--- src/rtl/lcd_screen_writer.sv ---
// Streams a 2x16 character buffer to an HD44780-style LCD as 34 bytes
// (two DDRAM address commands plus 32 characters), split into 4-bit nibbles.
module lcd_screen_writer #(
    parameter int FREQ     = 50000000,
    parameter int T_NIBBLE = FREQ/1000000*10,
    parameter int T_BYTE   = FREQ/1000000*53
) (
    input  logic        CLK,
    input  logic        RESET_N,
    input  logic        initDone,
    input  logic        refresh,
    output logic [4:0]  char_addr,
    input  logic [7:0]  char_data,
    output logic        sendCommand,
    output logic [3:0]  command,
    output logic [20:0] commandDelay,
    output logic        read_busy,
    output logic        mode4bit,
    output logic        LCD_RS,
    input  logic        commandDone,
    output logic        busy,
    output logic        frameDone
);

    typedef enum logic [2:0] {
        IDLE,
        LOAD,
        SEND_HI,
        WAIT_HI,
        SEND_LO,
        WAIT_LO
    } state_t;

    localparam logic [20:0] T_NIBBLE_C = 21'(T_NIBBLE);
    localparam logic [20:0] T_BYTE_C   = 21'(T_BYTE);
    localparam logic [5:0]  LINE2_IDX  = 6'd17;
    localparam logic [5:0]  LAST_IDX   = 6'd33;

    state_t      state_q, state_d;
    logic        ready_q, ready_d;
    logic        pending_q, pending_d;
    logic [5:0]  byteIdx_q, byteIdx_d;
    logic [7:0]  byte_q, byte_d;
    logic [4:0]  charAddr_q, charAddr_d;
    logic        sendCommand_q, sendCommand_d;
    logic [3:0]  command_q, command_d;
    logic [20:0] cmdDelay_q, cmdDelay_d;
    logic        readBusy_q, readBusy_d;
    logic        rs_q, rs_d;
    logic        busy_q, busy_d;
    logic        frameDone_q, frameDone_d;
    logic        mode4bit_q;

    logic [7:0]  srcByte;
    logic        srcIsChar;

    // Byte 0 and byte 17 are the line-1 / line-2 DDRAM address commands.
    always_comb begin
        srcByte   = char_data;
        srcIsChar = 1'b1;
        if (byteIdx_q == 6'd0) begin
            srcByte   = 8'h80;
            srcIsChar = 1'b0;
        end else if (byteIdx_q == LINE2_IDX) begin
            srcByte   = 8'hC0;
            srcIsChar = 1'b0;
        end
    end

    always_comb begin
        state_d       = state_q;
        ready_d       = ready_q | initDone;
        pending_d     = pending_q | refresh;
        byteIdx_d     = byteIdx_q;
        byte_d        = byte_q;
        charAddr_d    = charAddr_q;
        sendCommand_d = 1'b0;
        command_d     = command_q;
        cmdDelay_d    = cmdDelay_q;
        readBusy_d    = readBusy_q;
        rs_d          = rs_q;
        busy_d        = busy_q;
        frameDone_d   = 1'b0;

        case (state_q)
            IDLE: begin
                if (ready_q && pending_q) begin
                    state_d    = LOAD;
                    pending_d  = refresh;
                    busy_d     = 1'b1;
                    byteIdx_d  = 6'd0;
                    charAddr_d = 5'd0;
                end
            end
            LOAD: begin
                byte_d        = srcByte;
                rs_d          = srcIsChar;
                sendCommand_d = 1'b1;
                command_d     = srcByte[7:4];
                cmdDelay_d    = T_NIBBLE_C;
                readBusy_d    = 1'b0;
                state_d       = SEND_HI;
            end
            SEND_HI: state_d = WAIT_HI;
            WAIT_HI: begin
                if (commandDone) begin
                    sendCommand_d = 1'b1;
                    command_d     = byte_q[3:0];
                    cmdDelay_d    = T_BYTE_C;
                    readBusy_d    = 1'b1;
                    state_d       = SEND_LO;
                end
            end
            SEND_LO: state_d = WAIT_LO;
            WAIT_LO: begin
                if (commandDone) begin
                    // The last character leaves char_addr at 31 rather than wrapping.
                    if (rs_q && byteIdx_q != LAST_IDX) begin
                        charAddr_d = charAddr_q + 5'd1;
                    end
                    if (byteIdx_q == LAST_IDX) begin
                        state_d     = IDLE;
                        busy_d      = 1'b0;
                        frameDone_d = 1'b1;
                    end else begin
                        byteIdx_d = byteIdx_q + 6'd1;
                        state_d   = LOAD;
                    end
                end
            end
            default: state_d = IDLE;
        endcase
    end

    always_ff @(posedge CLK or negedge RESET_N) begin
        if (!RESET_N) begin
            state_q       <= IDLE;
            ready_q       <= 1'b0;
            pending_q     <= 1'b0;
            byteIdx_q     <= 6'd0;
            byte_q        <= 8'h00;
            charAddr_q    <= 5'd0;
            sendCommand_q <= 1'b0;
            command_q     <= 4'h0;
            cmdDelay_q    <= 21'd0;
            readBusy_q    <= 1'b0;
            rs_q          <= 1'b0;
            busy_q        <= 1'b0;
            frameDone_q   <= 1'b0;
            mode4bit_q    <= 1'b1;
        end else begin
            state_q       <= state_d;
            ready_q       <= ready_d;
            pending_q     <= pending_d;
            byteIdx_q     <= byteIdx_d;
            byte_q        <= byte_d;
            charAddr_q    <= charAddr_d;
            sendCommand_q <= sendCommand_d;
            command_q     <= command_d;
            cmdDelay_q    <= cmdDelay_d;
            readBusy_q    <= readBusy_d;
            rs_q          <= rs_d;
            busy_q        <= busy_d;
            frameDone_q   <= frameDone_d;
            mode4bit_q    <= 1'b1;
        end
    end

    assign char_addr    = charAddr_q;
    assign sendCommand  = sendCommand_q;
    assign command      = command_q;
    assign commandDelay = cmdDelay_q;
    assign read_busy    = readBusy_q;
    assign mode4bit     = mode4bit_q;
    assign LCD_RS       = rs_q;
    assign busy         = busy_q;
    assign frameDone    = frameDone_q;

endmodule
--- config.mk ---
export PLATFORM = sky130hd
export DESIGN_NAME = lcd_screen_writer
export DESIGN_NICKNAME = d
export VERILOG_FILES = /design/src/rtl/lcd_screen_writer.sv
export SDC_FILE = /design/constraint.sdc
export NUM_CORES = 1
export LEC_CHECK = 0
export ABC_CLOCK_PERIOD_IN_PS = 2300
export CAP_MARGIN = 0
export CORE_MARGIN = 1.5
export CORE_UTILIZATION = 53
export CTS_BUF_LIST = sky130_fd_sc_hd__clkbuf_8
export DETAILED_ROUTE_END_ITERATION = 10
export GPL_ROUTABILITY_DRIVEN = 0
export PLACE_DENSITY = 0.91
export SLEW_MARGIN = 10
export SYNTH_ARGS = -nofsm -noshare
export SYNTH_HDL_FRONTEND = slang
export SYNTH_SLANG_ARGS = --single-unit
export TNS_END_PERCENT = 1
--- constraint.sdc ---
create_clock -name CLK -period 2.3 [get_ports CLK]
set_clock_uncertainty 0.05 [all_clocks]
set_input_delay 0.46 -clock CLK [delete_from_list [all_inputs] [get_ports CLK]]
set_output_delay 0.46 -clock CLK [all_outputs]
set_load 0.01 [all_outputs]
==> results.toml <==
[outcome]
outcome = "complete, no violations"

[finish]
fin_util_pct = 69.5
stdcell_count = 256
fin_nets = 228
syn_to_final_growth_pct = 24.1
drive_above_1_share_pct = 8.02
antennaDiodeCount = 0

[global_routing]
antenna_found_initial = 0
gr-total-overflow = 0
busiest_layer = "met2"
grt_max_degree = 32
use_met3_pct = 5.84
grt_pass1_vias = 1240
met2_usage_pct = 33.5
grt_pass1_wl_um = 5910
grtUsageTotal_pct = 22.7
use_met1_pct = 30.1

[clock_network]
post_cts_buffers = 0
cts_made_buffers = 5
cts_hold_buf = 0
postCtsResizedCells = 0
clockBufferDepth = 2
clock-root-buffer = "clkbuf_8"
clock_sinks = 31
cts_tree = "yes"
clk_pin_slew_ns = 0.06
clk_latency_ns = 0.29
h-tree-depth = 2

[synth]
ys_warn_count = 0
ys_seq_elements = 31
synthDistinctLibCells = 43
synth_most_common_cell = "dfrtp_1"
netlist_instances = 180
yosys-top-cells-count = "31 x dfrtp_1, 29 x nand2_1, 20 x buf_4"
synth_edf_count = 0
async_reset_ff_share_pct = 100
syn_area_um2 = 1720
synth.yosys.seq_area_share_pct = 45.0
synth_top_area_cell = "dfrtp_1"
synth_area_per_cell_um2 = 9.57
netlist.area_leader.share_pct = 45.0
yosys-top-cells-area = "dfrtp_1 45%, buf_4 8.7%, nand2_1 6.3%"
synthFlopType = "dfrtp_1"

[floorplan]
core_um2 = 3080
die_h_um = 60.0
ioPinCount = 49
die_area_um2 = 3600
start_util_pct = 56.0
die_w_um = 60.0
fp-row-count = 20

[detailed_routing]
vias = 1354
ant_nets = 0
wire_per_inst_um = 13.9
wirelength_um = 3570
drcViolationCount = 0
drtIter0Drc = 75
vias_per_cell = 5.29
drt-pass1-iter-count = 4

[setup_path]
crit_path_start_kind = "input pin"
crit_arrival_ns = 1.99
cpLargestDelayFamily = "compound AO/OA/AOI/OAI gates"
critPathKind = "in -> reg"
cp-end-kind = "flop"
slowest_stage = "clkdlybuf4s50_1"
cp_num_buf_inv = 1
crit_fanout = 5
critPathRequiredTime_ns = 2.42
worst_path_largest_cell_delay_ns = 0.53
crit_chain = "clkdlybuf4s50_1, nand3_1, a21oi_1, o21ai_1, mux2_2"

[placed_design]
io_buffers = 36
dp.final_hpwl_um = 2460
place_inst = 248

[pwr]
power.density_nw_per_um2 = 1160
leakagePower_nw = 0.913
ir_drop_mv = 0.786

[timing]
max_freq_ghz = 0.535
fin_setup_tns_ns = 0
hold_violations = 0
maxSlewViolCount = 0
min_period_ns = 1.87
period_share_pct = 81.2
hold_ws_ns = 0.434
rsz0062_at_grt = "false"
final-setup-viol-count = 0

[flow_run]
max_cap_viol_count = 0

[min_path]
hold_class = "reg -> reg"
-- layout by cell type, fill, tap and decap left out, types with 4 or more instances in the layout --
| master | netlist | layout |
|---|---|---|
| conb_1 | 2 | 12 |
| nor2_1 | 10 | 10 |
| dfrtp_1 | 31 | 31 |
| clkdlybuf4s50_1 | 0 | 36 |
| nand2_1 | 29 | 29 |
| mux2i_1 | 4 | 4 |
| ha_1 | 4 | 4 |
| inv_1 | 6 | 6 |
| a21oi_1 | 8 | 8 |
| o21ai_0 | 11 | 11 |
| nand3_1 | 7 | 7 |
| clkbuf_8 | 0 | 6 |
-- registers in the layout, summed over array words and instances (netlist names) --
register      cells
ready_q           1
byte_q            4
state_q           3
frameDone         1
commandDelay      3
byteIdx_q         6
pending_q         1
LCD_RS            1
char_addr         5
command           4
sendCommand       1
busy              1
-- tightest hold or removal path, cell delays in order (launching register included) --
cell and delay (ns):
dfrtp_1 0.34, nand2_1 0.04, o21ai_0 0.06
-- where the power goes --
| part | internal (mW) | switching, mW | total, mW | leakage, nW |
|---|---|---|---|---|
| Combinational | 0.517 | 0.510 | 1.03 | 0.458 |
| Clock | 0.350 | 0.206 | 0.556 | 0.0612 |
| Sequential | 0.689 | 0.213 | 0.901 | 0.393 |
-- worst paths after layout --
kind | slack (ns) | depth (start not counted) | endpoint | start
min reg2reg | 0.43 | 2 | byte_q[0] | byte_q[0]
max | 0.43 | 5 | byteIdx_q[0] | commandDone
max in group asynchronous | 1.40 | 2 | char_addr[2] | RESET_N
max reg2reg | 0.46 | 4 | byteIdx_q[0] | state_q[2]
min in group asynchronous | 0.52 | 2 | commandDelay[9] | RESET_N
min | 0.43 | 2 | byte_q[0] | byte_q[0]
-- final cells by class --
class / instances / area (µm²)
well taps: 44 / 55.1
multi-input cells: 129 / 792
clock buffers: 6 / 82.6
repair buffers: 38 / 375
fillers: 233 / 940
clock inverters: 2 / 35.0
inverters: 6 / 22.5
flip-flops and latches: 31 / 776
-- through the flow --
step,power [mW],setup WS (ns),cell area (µm²)
2_1_floorplan,1.57,0.777,1760
3_3_place_gp,1.88,0.216,2020
3_5_place_dp,1.92,0.146,2020
4_1_cts,2.49,0.442,2140
5_1_grt,2.65,0.292,2140
6_report,2.48,0.432,2140
-- cells by family after synthesis --
kind of cell,Yosys count,share of synthesized area [%]
buffers and inverters,30,11.2
other,2,0.436
muxes,5,2.98
xor gates and xnor gates,1,0.508
and+or+nand+nor,69,22.7
AOI/OAI and AO/OA,38,14.3
adders and majority gates,4,2.90
DFF,31,45.0
-- routing by layer --
layer  routed length (µm)  up-vias  part of all wire [%]
li1                     -      654                     -
met1                 1600      648                    45
met2                 1740       47                    49
met3                  170        5                   4.8
met4                   68        0                   1.9
met5                    0        -                     0
(Power assumes the default switching activity.)
